**src/rtl/alu_issue_ctrl_pkg.sv**
```systemverilog
// Shared definitions for the ALU issue stage: unit-select codes,
// FSM state codes and default widths.
package alu_pkg;

  // Default widths used by the interface and the issue controller
  localparam int A_WIDTH_DEF    = 16;
  localparam int B_WIDTH_DEF    = 16;
  localparam int FUN_WIDTH_DEF  = 4;
  localparam int FIFO_DEPTH_DEF = 4;
  localparam int CNT_WIDTH_DEF  = 16;

  // Unit-select codes carried in alu_fun[3:2]; each code is also the bit
  // index of that unit's enable inside the one-hot enable vector.
  localparam logic [1:0] SEL_ARITH = 2'b00;
  localparam logic [1:0] SEL_LOGIC = 2'b01;
  localparam logic [1:0] SEL_CMP   = 2'b10;
  localparam logic [1:0] SEL_SHIFT = 2'b11;

  // Issue FSM state codes (2-bit encoding)
  localparam logic [1:0] IDLE  = 2'b00;
  localparam logic [1:0] ISSUE = 2'b01;
  localparam logic [1:0] HOLD  = 2'b10;

  // Unit select field of a function code
  function automatic logic [1:0] unit_sel(input logic [3:0] fun);
    return fun[3:2];
  endfunction

endpackage

```
**src/rtl/alu_issue_ctrl_if.sv**
```systemverilog
// Command bus into the issue stage: valid/ready handshake plus operands
// and function code. The producer uses the master modport, the issue
// controller the slave modport.
interface alu_issue_ctrl_if
  import alu_pkg::*;
#(
  parameter int A_WIDTH   = A_WIDTH_DEF,
  parameter int B_WIDTH   = B_WIDTH_DEF,
  parameter int FUN_WIDTH = FUN_WIDTH_DEF
) ();

  logic                 cmd_valid;
  logic                 cmd_ready;
  logic [A_WIDTH-1:0]   cmd_a;
  logic [B_WIDTH-1:0]   cmd_b;
  logic [FUN_WIDTH-1:0] cmd_fun;

  modport master (
    output cmd_valid,
    output cmd_a,
    output cmd_b,
    output cmd_fun,
    input  cmd_ready
  );

  modport slave (
    input  cmd_valid,
    input  cmd_a,
    input  cmd_b,
    input  cmd_fun,
    output cmd_ready
  );

endinterface

```
**src/rtl/alu_issue_ctrl_cmd_fifo.sv**
```systemverilog
// Small synchronous command FIFO. Head entry is visible combinationally
// so the issue register can load it on the same edge as the pop.
// Pointers wrap naturally because DEPTH is a power of two.
module alu_cmd_fifo
  import alu_pkg::*;
#(
  parameter int DATA_W = A_WIDTH_DEF + B_WIDTH_DEF + FUN_WIDTH_DEF,
  parameter int DEPTH  = FIFO_DEPTH_DEF,
  localparam int PTR_W = $clog2(DEPTH),
  localparam int CNT_W = PTR_W + 1
) (
  input  logic              clk,
  input  logic              rst_n,
  input  logic              push_i,
  input  logic [DATA_W-1:0] wdata_i,
  input  logic              pop_i,
  output logic [DATA_W-1:0] rdata_o,
  output logic              full_o,
  output logic              empty_o,
  output logic [CNT_W-1:0]  count_o
);

  logic [DATA_W-1:0] mem_q [DEPTH];
  logic [PTR_W-1:0]  wr_ptr_q, wr_ptr_d;
  logic [PTR_W-1:0]  rd_ptr_q, rd_ptr_d;
  logic [CNT_W-1:0]  count_q, count_d;
  logic              push_ok;
  logic              pop_ok;

  assign full_o  = (count_q == CNT_W'(DEPTH));
  assign empty_o = (count_q == '0);
  assign count_o = count_q;
  assign rdata_o = mem_q[rd_ptr_q];

  // A full FIFO refuses pushes even if it pops on the same edge
  assign push_ok = push_i & ~full_o;
  assign pop_ok  = pop_i & ~empty_o;

  // Pointer and occupancy next-state
  always_comb begin
    wr_ptr_d = wr_ptr_q;
    rd_ptr_d = rd_ptr_q;
    count_d  = count_q;
    if (push_ok) wr_ptr_d = wr_ptr_q + PTR_W'(1);
    if (pop_ok)  rd_ptr_d = rd_ptr_q + PTR_W'(1);
    case ({push_ok, pop_ok})
      2'b10:   count_d = count_q + CNT_W'(1);
      2'b01:   count_d = count_q - CNT_W'(1);
      default: count_d = count_q;
    endcase
  end

  // Storage array; contents need no reset since occupancy gates reads
  always_ff @(posedge clk) begin
    if (push_ok) mem_q[wr_ptr_q] <= wdata_i;
  end

  // Pointer and occupancy registers
  always_ff @(posedge clk or negedge rst_n) begin
    if (!rst_n) begin
      wr_ptr_q <= '0;
      rd_ptr_q <= '0;
      count_q  <= '0;
    end else begin
      wr_ptr_q <= wr_ptr_d;
      rd_ptr_q <= rd_ptr_d;
      count_q  <= count_d;
    end
  end

endmodule

```
**src/rtl/alu_issue_ctrl.sv**
```systemverilog
// Issue stage in front of the ARITH/LOGIC/CMP/SHIFT units. Buffers
// commands, pops at most one per cycle when not held, drives registered
// operands with a one-hot unit enable, and flags the cycle in which the
// selected unit's registered result is valid.
module alu_issue_ctrl
  import alu_pkg::*;
#(
  parameter int a_WIDTH       = A_WIDTH_DEF,
  parameter int b_WIDTH       = B_WIDTH_DEF,
  parameter int alu_fun_WIDTH = FUN_WIDTH_DEF,
  parameter int FIFO_DEPTH    = FIFO_DEPTH_DEF,
  parameter int CNT_WIDTH     = CNT_WIDTH_DEF,
  localparam int FCNT_W       = $clog2(FIFO_DEPTH) + 1
) (
  input  logic                   clk,
  input  logic                   rst_issue,
  alu_issue_ctrl_if.slave        cmd,
  input  logic                   hold,
  output logic [a_WIDTH-1:0]     a_out,
  output logic [b_WIDTH-1:0]     b_out,
  output logic [1:0]             fun_out,
  output logic                   arith_enable,
  output logic                   logic_enable,
  output logic                   cmp_enable,
  output logic                   shift_enable,
  output logic                   result_valid,
  output logic [1:0]             result_sel,
  output logic [FCNT_W-1:0]      fifo_count,
  output logic [CNT_WIDTH-1:0]   issued_cnt,
  output logic                   busy
);

  localparam int DATA_W = a_WIDTH + b_WIDTH + alu_fun_WIDTH;

  // FIFO side
  logic [DATA_W-1:0]        wdata;
  logic [DATA_W-1:0]        rdata;
  logic                     fifo_full;
  logic                     fifo_empty;
  logic                     push_ok;
  logic                     pop;
  logic [FCNT_W-1:0]        count_after;

  // Head entry fields
  logic [a_WIDTH-1:0]       head_a;
  logic [b_WIDTH-1:0]       head_b;
  logic [alu_fun_WIDTH-1:0] head_fun;
  logic [1:0]               head_sel;

  // Issue, tracking and FSM registers
  logic [a_WIDTH-1:0]       a_q, a_d;
  logic [b_WIDTH-1:0]       b_q, b_d;
  logic [1:0]               fun_q, fun_d;
  logic [3:0]               en_q, en_d;
  logic [CNT_WIDTH-1:0]     cnt_q, cnt_d;
  logic                     pending_q, pending_d;
  logic [1:0]               sel_q, sel_d;
  logic                     rv_q, rv_d;
  logic [1:0]               rsel_q, rsel_d;
  logic [1:0]               state_q, state_d;

  assign wdata    = {cmd.cmd_a, cmd.cmd_b, cmd.cmd_fun};
  assign head_a   = rdata[DATA_W-1 -: a_WIDTH];
  assign head_b   = rdata[alu_fun_WIDTH +: b_WIDTH];
  assign head_fun = rdata[alu_fun_WIDTH-1:0];
  assign head_sel = unit_sel(head_fun[3:0]);

  // Ready is purely !full, so it is high throughout reset
  assign cmd.cmd_ready = ~fifo_full;
  assign push_ok       = cmd.cmd_valid & ~fifo_full;

  // Pop whenever something is queued and the units are not stalled;
  // the popped entry appears on the unit bus after this edge.
  assign pop = ~fifo_empty & ~hold;

  // Occupancy the FIFO will hold after this edge, for the FSM
  assign count_after = fifo_count + FCNT_W'(push_ok) - FCNT_W'(pop);

  alu_cmd_fifo #(
    .DATA_W (DATA_W),
    .DEPTH  (FIFO_DEPTH)
  ) u_fifo (
    .clk     (clk),
    .rst_n   (rst_issue),
    .push_i  (cmd.cmd_valid),
    .wdata_i (wdata),
    .pop_i   (pop),
    .rdata_o (rdata),
    .full_o  (fifo_full),
    .empty_o (fifo_empty),
    .count_o (fifo_count)
  );

  // One-hot unit decode: enable bit gi fires for unit-select code gi
  for (genvar gi = 0; gi < 4; gi++) begin : g_en
    assign en_d[gi] = pop & (head_sel == 2'(gi));
  end

  // Issue register and result-tracking next-state
  always_comb begin
    a_d       = a_q;
    b_d       = b_q;
    fun_d     = fun_q;
    sel_d     = sel_q;
    cnt_d     = cnt_q;
    pending_d = pop;
    rv_d      = pending_q;
    rsel_d    = pending_q ? sel_q : rsel_q;
    if (pop) begin
      a_d   = head_a;
      b_d   = head_b;
      fun_d = head_fun[1:0];
      sel_d = head_sel;
      cnt_d = cnt_q + CNT_WIDTH'(1);
    end
  end

  // FSM next-state; state mainly qualifies busy
  always_comb begin
    state_d = state_q;
    case (state_q)
      IDLE: begin
        if (!fifo_empty) state_d = hold ? HOLD : ISSUE;
      end
      ISSUE: begin
        if (hold)                   state_d = HOLD;
        else if (count_after == '0) state_d = IDLE;
      end
      HOLD: begin
        if (fifo_empty)  state_d = IDLE;
        else if (!hold)  state_d = ISSUE;
      end
      default: state_d = IDLE;
    endcase
  end

  // All issue-stage registers; reset clears enables and result flags at once
  always_ff @(posedge clk or negedge rst_issue) begin
    if (!rst_issue) begin
      a_q       <= '0;
      b_q       <= '0;
      fun_q     <= '0;
      en_q      <= '0;
      cnt_q     <= '0;
      pending_q <= 1'b0;
      sel_q     <= '0;
      rv_q      <= 1'b0;
      rsel_q    <= '0;
      state_q   <= IDLE;
    end else begin
      a_q       <= a_d;
      b_q       <= b_d;
      fun_q     <= fun_d;
      en_q      <= en_d;
      cnt_q     <= cnt_d;
      pending_q <= pending_d;
      sel_q     <= sel_d;
      rv_q      <= rv_d;
      rsel_q    <= rsel_d;
      state_q   <= state_d;
    end
  end

  assign a_out        = a_q;
  assign b_out        = b_q;
  assign fun_out      = fun_q;
  assign arith_enable = en_q[SEL_ARITH];
  assign logic_enable = en_q[SEL_LOGIC];
  assign cmp_enable   = en_q[SEL_CMP];
  assign shift_enable = en_q[SEL_SHIFT];
  assign result_valid = rv_q;
  assign result_sel   = rsel_q;
  assign issued_cnt   = cnt_q;
  assign busy         = (state_q != IDLE) | pending_q | rv_q;

endmodule

```
**src/flat_wrapper.sv**
```systemverilog
// flat-port wrapper written by rule: the top's interface ports become plain ports
module alu_issue_ctrl_flat import alu_pkg::*;
#(
  parameter int a_WIDTH       = A_WIDTH_DEF,
  parameter int b_WIDTH       = B_WIDTH_DEF,
  parameter int alu_fun_WIDTH = FUN_WIDTH_DEF,
  parameter int FIFO_DEPTH    = FIFO_DEPTH_DEF,
  parameter int CNT_WIDTH     = CNT_WIDTH_DEF,
  localparam int FCNT_W       = $clog2(FIFO_DEPTH) + 1
)
  (clk, rst_issue, hold, a_out, b_out, fun_out, arith_enable, logic_enable, cmp_enable, shift_enable, result_valid, result_sel, fifo_count, issued_cnt, busy, cmd_cmd_valid, cmd_cmd_a, cmd_cmd_b, cmd_cmd_fun, cmd_cmd_ready);
  alu_issue_ctrl_if #(.A_WIDTH(16), .B_WIDTH(16), .FUN_WIDTH(4)) cmd_i ();
  input  logic clk;
  input  logic rst_issue;
  input  logic hold;
  output logic [a_WIDTH-1:0] a_out;
  output logic [b_WIDTH-1:0] b_out;
  output logic [1:0] fun_out;
  output logic arith_enable;
  output logic logic_enable;
  output logic cmp_enable;
  output logic shift_enable;
  output logic result_valid;
  output logic [1:0] result_sel;
  output logic [FCNT_W-1:0] fifo_count;
  output logic [CNT_WIDTH-1:0] issued_cnt;
  output logic busy;
  input wire logic [$bits(cmd_i.cmd_valid)-1:0] cmd_cmd_valid;
  input wire logic [$bits(cmd_i.cmd_a)-1:0] cmd_cmd_a;
  input wire logic [$bits(cmd_i.cmd_b)-1:0] cmd_cmd_b;
  input wire logic [$bits(cmd_i.cmd_fun)-1:0] cmd_cmd_fun;
  output wire logic [$bits(cmd_i.cmd_ready)-1:0] cmd_cmd_ready;
  assign cmd_i.cmd_valid = cmd_cmd_valid;
  assign cmd_i.cmd_a = cmd_cmd_a;
  assign cmd_i.cmd_b = cmd_cmd_b;
  assign cmd_i.cmd_fun = cmd_cmd_fun;
  assign cmd_cmd_ready = cmd_i.cmd_ready;
  alu_issue_ctrl #(.a_WIDTH(a_WIDTH), .b_WIDTH(b_WIDTH), .alu_fun_WIDTH(alu_fun_WIDTH), .FIFO_DEPTH(FIFO_DEPTH), .CNT_WIDTH(CNT_WIDTH)) u_core (.clk(clk), .rst_issue(rst_issue), .cmd(cmd_i), .hold(hold), .a_out(a_out), .b_out(b_out), .fun_out(fun_out), .arith_enable(arith_enable), .logic_enable(logic_enable), .cmp_enable(cmp_enable), .shift_enable(shift_enable), .result_valid(result_valid), .result_sel(result_sel), .fifo_count(fifo_count), .issued_cnt(issued_cnt), .busy(busy));
endmodule
```
**config.mk**
```make
export PLATFORM = sky130hd
export DESIGN_NAME = alu_issue_ctrl_flat
export DESIGN_NICKNAME = d
export VERILOG_FILES = /design/src/rtl/alu_issue_ctrl_pkg.sv /design/src/rtl/alu_issue_ctrl_if.sv /design/src/rtl/alu_issue_ctrl_cmd_fifo.sv /design/src/rtl/alu_issue_ctrl.sv /design/src/flat_wrapper.sv
export SDC_FILE = /design/constraint.sdc
export NUM_CORES = 1
export LEC_CHECK = 0
export BUFFER_PORTS_ARGS = -buffer_cell sky130_fd_sc_hd__buf_2
export CELL_PAD_IN_SITES_DETAIL_PLACEMENT = 0
export CELL_PAD_IN_SITES_GLOBAL_PLACEMENT = 1
export CORE_MARGIN = 1.5
export CORE_UTILIZATION = 49
export CTS_CLUSTER_DIAMETER = 150
export DETAILED_ROUTE_END_ITERATION = 16
export MAX_ROUTING_LAYER = met4
export PLACE_DENSITY_LB_ADDON = 0.1
export REMOVE_ABC_BUFFERS = 1
export SLEW_MARGIN = 15
export SYNTH_ARGS = -nofsm -noshare
export SYNTH_HDL_FRONTEND = slang
export SYNTH_SLANG_ARGS = --single-unit
```
**constraint.sdc**
```tcl
create_clock -name clk -period 3.95 [get_ports clk]
set_clock_uncertainty 0.2 [all_clocks]
set_input_delay 0.79 -clock clk [delete_from_list [all_inputs] [get_ports clk]]
set_output_delay 0.79 -clock clk [all_outputs]
set_load 0.05 [all_outputs]
```
Word-level counts from Yosys, hierarchy flattened. Memories as Yosys holds them, arrays and structs flattened. Cells that the tools add are included.

Register bits: 69. RAM bits: 144. Memories: 1. Word-level logic and storage cells: 61. Bits of input ports: 40.

Memories: u_core.u_fifo.mem_q (depth 4, width 36, rd ports 1, clocked after Yosys merged registers in 0, wr ports 1, line alu_issue_ctrl_cmd_fifo.sv:23) `logic [DATA_W-1:0] mem_q [DEPTH];`.

Bitwise logic cells: 12. Reductions and logical operators: 7. Muxes and demuxes: 10. Add/sub/neg operators: 7. Equal/unequal tests: 11.

Operators with widths (count): $add A16 B1 Y16 const B (1); $mux W2 (6); $eq A2 B2 Y1 const B (4); $and A1 B1 Y1 (7); $eq A2 B1 Y1 const B (3); $logic_not A3 Y1 (2); $ne A3 B2 Y1 const B (2); $pmux W2 S3 (1); $pmux W3 S2 (1); $add A2 B1 Y2 const B (2); $logic_not A2 Y1 (2); $reduce_bool A2 Y1 (2); $add A3 B1 Y3 (1); $add A3 B1 Y3 const B (1); $eq A3 B3 Y1 const B (1); $not A1 Y1 (3); $reduce_and A3 Y1 (1); $sub A3 B1 Y3 (1); $sub A3 B1 Y3 const B (1); $mux W1 (2); $ne A2 B2 Y1 const B (1); $or A1 B1 Y1 (2).

Depth between registers and ports, before layout.
Word-level depth: 9. Depth in mapped cells: 13. Mapped depth without buffers: 12.

Modules after synthesis. A second synthesis with hierarchy kept.

Cell total of the unflattened synthesis: 470. Area total of the unflattened synthesis: 8120.3 µm².

By module, submodules not included: alu_cmd_fifo (cells each 225, area an instance 5635.4 µm², instances 1); alu_issue_ctrl (cells each 245, area an instance 2484.9 µm², instances 1).

Worst setup path before layout. Ideal clock, no wire load.

Kind: reg2reg. Start: reg u_core.u_fifo.count_q[1], in the netlist u_core.u_fifo.count_o[1]. End: reg u_core.state_q[0]. Period minus slack after synthesis: 3.630 ns. Library setup time: 0.079 ns. Data arrival time: 3.350 ns. Required time: 3.671 ns. Path slack: 0.320 ns. Stages on the path, launching flop included: 13. Cells stage by stage: dfrtp_1 -> inv_1 -> nand3_1 -> and2_1 -> inv_1 -> ha_1 -> inv_1 -> ha_1 -> fa_1 -> xnor2_1 -> xnor2_1 -> a211o_1 -> mux2i_1.

Longest elaborated chain between the ends: 8. Elaborated cells between the ends (all ways): 15. Those cells by class: add/sub (2); eq/ne (4); mux (2); bitwise (4); reduce/logical (3).

Ends and longest elaborated chain: start: declaration (line alu_issue_ctrl_cmd_fifo.sv:26) `logic [CNT_W-1:0] count_q, count_d;`; start signal: assignment (line alu_issue_ctrl_cmd_fifo.sv:67) `count_q <= count_d;`; $eq A3 B3 Y1 (line alu_issue_ctrl_cmd_fifo.sv:30) `assign full_o = (count_q == CNT_W'(DEPTH));`; $not A1 Y1; via cmd_cmd_ready (line flat_wrapper.sv:32) `output wire logic [$bits(cmd_i.cmd_ready)-1:0] cmd_cmd_ready;`; $and A1 B1 Y1 (line alu_issue_ctrl.sv:70) `assign push_ok = cmd.cmd_valid & ~fifo_full;`; $add A3 B1 Y3 (line alu_issue_ctrl.sv:77) `assign count_after = fifo_count + FCNT_W'(push_ok) - FCNT_W'(pop);`; $sub A3 B1 Y3 (line alu_issue_ctrl.sv:77); $logic_not A3 Y1 (line alu_issue_ctrl.sv:127) `else if (count_after == '0) state_d = IDLE;`; $ne A3 B2 Y1 (no source line); $reduce_and A3 Y1 (no source line); end signal: assignment (line alu_issue_ctrl.sv:160) `state_q <= state_d;`; end: declaration (line alu_issue_ctrl.sv:60) `logic [1:0] state_q, state_d;`.

The timed path passes the listed nets, and every way through them passes these cells. A chain may end at the register's enable or synchronous reset.

Final worst setup path.
Start: reg u_core.u_fifo.count_q[1], in the netlist u_core.u_fifo.count_o[1]. End: reg u_core.state_q[0].

Longest elaborated chain between the ends: 8. Elaborated cells between the ends (all ways): 15. Those cells by class: add/sub (2); eq/ne (4); mux (2); bitwise (4); reduce/logical (3).

Ends and longest elaborated chain (line): $eq A3 B3 Y1 (alu_issue_ctrl_cmd_fifo.sv:30); $not A1 Y1 (alu_issue_ctrl.sv:70); $and A1 B1 Y1 (alu_issue_ctrl.sv:70); $add A3 B1 Y3 (alu_issue_ctrl.sv:77); $sub A3 B1 Y3 (alu_issue_ctrl.sv:77); $logic_not A3 Y1 (alu_issue_ctrl.sv:127); $ne A3 B2 Y1 (no source line); $reduce_and A3 Y1 (no source line).

Parallel ways exist; a longest one is shown, timed or not.

==> summary.md <==
| Metric | Value |
|---|---|
| Status | finished, final reports clean |
| Crit path kind | reg -> reg |
| Count of final max-slew check failures | 0 |
| Largest net degree at the start of global routing | 70 |
| Vias in the first global route | 4449 |
| Final antenna-violating net count | 0 |
| Number of synthesized flops with an enable pin | 144 |
| Post-CTS Hold Buffers | 0 |
| Startpoint types | register |
| Area Overhead vs Synth | 17.4% |
| Final min period | 3020 ps |
| WL/cell | 18.0 um |
| Clock power frac | 0.250 |
| Post-synthesis mux area share | 0.106 |
| Post-synthesis simple-gate area fraction | 0.0847 |
| Initial antenna violation count | 1 |
| GRT overflow | 0 |
| NetSw | 2.93 mW |
| Drt total wl | 14.7 mm |
| Worst-case clock buffer depth | 3 |
| TritonCTS buffer count | 23 |
| Total power | 8.03 mW |
| R2r endpoint | u_core.state_q[0]$_DFFE_PN0P_ |
| DR vias/cell | 5.14 |
| Reg-to-reg startpoint | u_core.u_fifo.count_o[1]$_DFFE_PN0P_ |
| Crit path largest cell delay | 450 ps |
| Drt first pass iters | 4 |
| Main combinational cell family by area after synthesis | multiplexers |
| CP top delay family | adder cells |
| Final Non-Filler Cells | 817 |
| First-pass GRT wire length | 23.8 mm |
| Filler instances | 1270 |
| Placed Area | 8820 um2 |
| Distinct cell type count after synthesis | 38 |
| CP bufs+invs | 3 |
| Max_slew headroom | 0.312 |
| Compound-Gate Fraction of Synth Area | 0.00200 |
| R2r setup slk | 930 ps |
| Post-Place Cells | 774 |
| Critical Path RT | 4170 ps |
| RD Place Congestion | 0.764 |
| Clock tree sinks | 213 |
| Cell internal pwr | 5.09 mW |
| Clock root buffer | clkbuf_16 |
| Switching Share | 0.365 |
| RSZ-0062 raised after global routing | false |
| Port Buffers | 101 |
| Top FF cell, synth | edfxtp_1 |
| 1st-iter DRT viols | 218 |
| Syn Inst Count | 469 |
| Top area cells in the synthesized netlist | edfxtp_1 53%, dfrtp_1 21%, mux4_2 10%, nand2_1 5.4%, xnor2_1 1.9% |
| Top cells by count, synth | 144 x edfxtp_1, 116 x nand2_1, 69 x dfrtp_1, 36 x mux4_2, 18 x xnor2_1 |
| CTS H-tree depth | 1 |
| Syn Area/Cell | 17.3 um2 |
| #FFs+latches synth | 213 |
| Reg power frac | 0.416 |
| Hold Vio Cnt, Final | 0 |
| Core ar. | 16100 um2 |
| CP Capture Type | register |
| Max capacitance violation total | 0 |
| IO Count | 102 |
| Synth Area in XOR/XNOR | 0.0257 |
| FP Rows | 46 |
| CP dominant cell by count | inv_1 |
| R2R depth | 12 |
| Post-synth ARST share | 0.324 |
| Critical path cell sequence | inv_1, nand3_1, and2_1, inv_1, ha_1, inv_1, ha_1, fa_1, xnor2_1, xnor2_1, a211o_1, mux2i_1 |
| Initial Util | 0.506 |
| Vert. Die Dim | 132 um |
| Die Area | 17400 um2 |
| Logic pwr share | 0.334 |
| Power Dens Cells | 841 nW/um2 |
| Maximum VDD drop | 0.455 mV |
| CTS tree | built |
| Post-CTS Repair Setup Buffers | 0 |
| Resized cells post-CTS | 0 |
| Max Clk Rate | 331 MHz |
| CTS clk-pin slew, worst paths | 50 ps |
| Fin area | 9540 um2 |
| Sequential share of the synthesized area | 0.745 |
| Placed wire-length estimate | 8.55 mm |
| Nets | 632 |
| Post-synth top area cell | edfxtp_1 |
| Crit path max-delay cell type | dfrtp_1 |
| Adder-cell area share of the yosys netlist | 0.0157 |
| Layout cell share with drive strength beyond 1 | 0.325 |
| Final core occ | 0.594 |
| Vias | 4197 |
| Endpoints failing setup | 0 |
| Syn Std Cell Area | 8130 um2 |
| Total GRT Usage | 0.182 |
| Clock insertion delay at the later pin of the skew report | 500 ps |
| Leak Pwr | 3.85 nW |
| Die width | 132 um |
| Worst EP arrival | 3240 ps |
| DRC violations left | 0 |
| Worst-Margin Slew | 1030 ps |
| Min-delay worst type | in -> async |
| Post-synth top area share | 0.532 |
| Cell with the most instances after synthesis | edfxtp_1 |
| Ys Warns | 0 |
| Largest fanout on the critical path | 6 |
| Final period util | 0.764 |
==> power by group through the flow <==
stage / Combinational, mW / Clock [mW] / Sequential [mW]
3_5_place_dp: 2.73 / 0 / 3.39
4_1_cts: 2.74 / 2.06 / 3.35
2_1_floorplan: 1.11 / 0 / 4.27
6_report: 2.68 / 2.01 / 3.34
3_3_place_gp: 2.69 / 0 / 3.36
5_1_grt: 2.89 / 2.15 / 3.41
==> how the worst max path moves through the flow <==
stage	start	cells past startpoint	slack [ps]	to
2_1_floorplan	u_core.u_fifo.count_o[2]$_DFFE_PN0P_	11	-150	u_core.state_q[0]$_DFFE_PN0P_
3_3_place_gp	hold	11	850	u_core.state_q[0]$_DFFE_PN0P_
3_5_place_dp	hold	11	800	u_core.state_q[0]$_DFFE_PN0P_
4_1_cts	u_core.u_fifo.count_o[1]$_DFFE_PN0P_	12	900	u_core.state_q[0]$_DFFE_PN0P_
5_1_grt	u_core.u_fifo.count_o[1]$_DFFE_PN0P_	12	700	u_core.state_q[0]$_DFFE_PN0P_
6_report	u_core.u_fifo.count_o[1]$_DFFE_PN0P_	12	930	u_core.state_q[0]$_DFFE_PN0P_
==> registers in the layout, summed over array words and instances, names as in the netlist <==
signal                  cells
u_core.sel_q                2
u_core.u_fifo.rd_ptr_q      2
u_core.u_fifo.count_o       3
u_core.en_q                 4
u_core.a_out               16
u_core.fun_out              2
u_core.issued_cnt          16
u_core.u_fifo.mem_q       144
u_core.result_valid         1
u_core.state_q              2
u_core.result_sel           2
u_core.pending_q            1
u_core.b_out               16
u_core.u_fifo.wr_ptr_q      2
==> per-stage QoR <==
step / setup TNS [ps] / setup slack, ps / hold slack [ps]
finish: 0 / 931 / 238
global placement: 0 / 848 / 249
CTS: 0 / 897 / 265
floorplan: -154 / -154 / 203
global route: 0 / 698 / 276
detailed placement: 0 / 802 / 250
==> layer usage <==
| metal | vias to the layer above | global-route usage | wire length, um |
|---|---|---|---|
| li1 | 1943 | - | - |
| met1 | 2131 | 0.230 | 6300 |
| met2 | 101 | 0.307 | 7470 |
| met3 | 22 | 0.0365 | 665 |
| met4 | 0 | 0.0444 | 266 |
| met5 | - | - | 0 |
==> cells in the final DEF, fill, tap and decap left out, types with 4 or more instances in the layout <==
cell type,count
edfxtp_1,144
nand2_1,116
buf_2,100
dfrtp_1,67
mux4_2,36
clkbuf_16,23
xnor2_1,18
inv_1,9
ha_1,7
clkinv_2,7
nand3_1,6
clkbuf_1,6
buf_4,6
and3_2,4
nor2_1,4
xor2_1,4
==> cells by family after synthesis <==
group,count (synthesis)
AOI/OAI and AO/OA,2
xor gates and xnor gates,23
adders and majority gates,9
buffers and inverters,27
DFF,213
muxes,41
and+or+nand+nor,154
==> layout make-up <==
class,instances,area [um2],share of cell area
inverters,10,42.5,0.00446
flip-flops and latches,213,6050,0.634
multi-input cells,229,1910,0.200
clock buffers,32,639,0.0670
well taps,216,270,0.0283
repair buffers,106,546,0.0572
diodes,1,2.50,0.000262
clock inverters,10,77.6,0.00813
No activity file was read; power rests on OpenSTA's default activity.
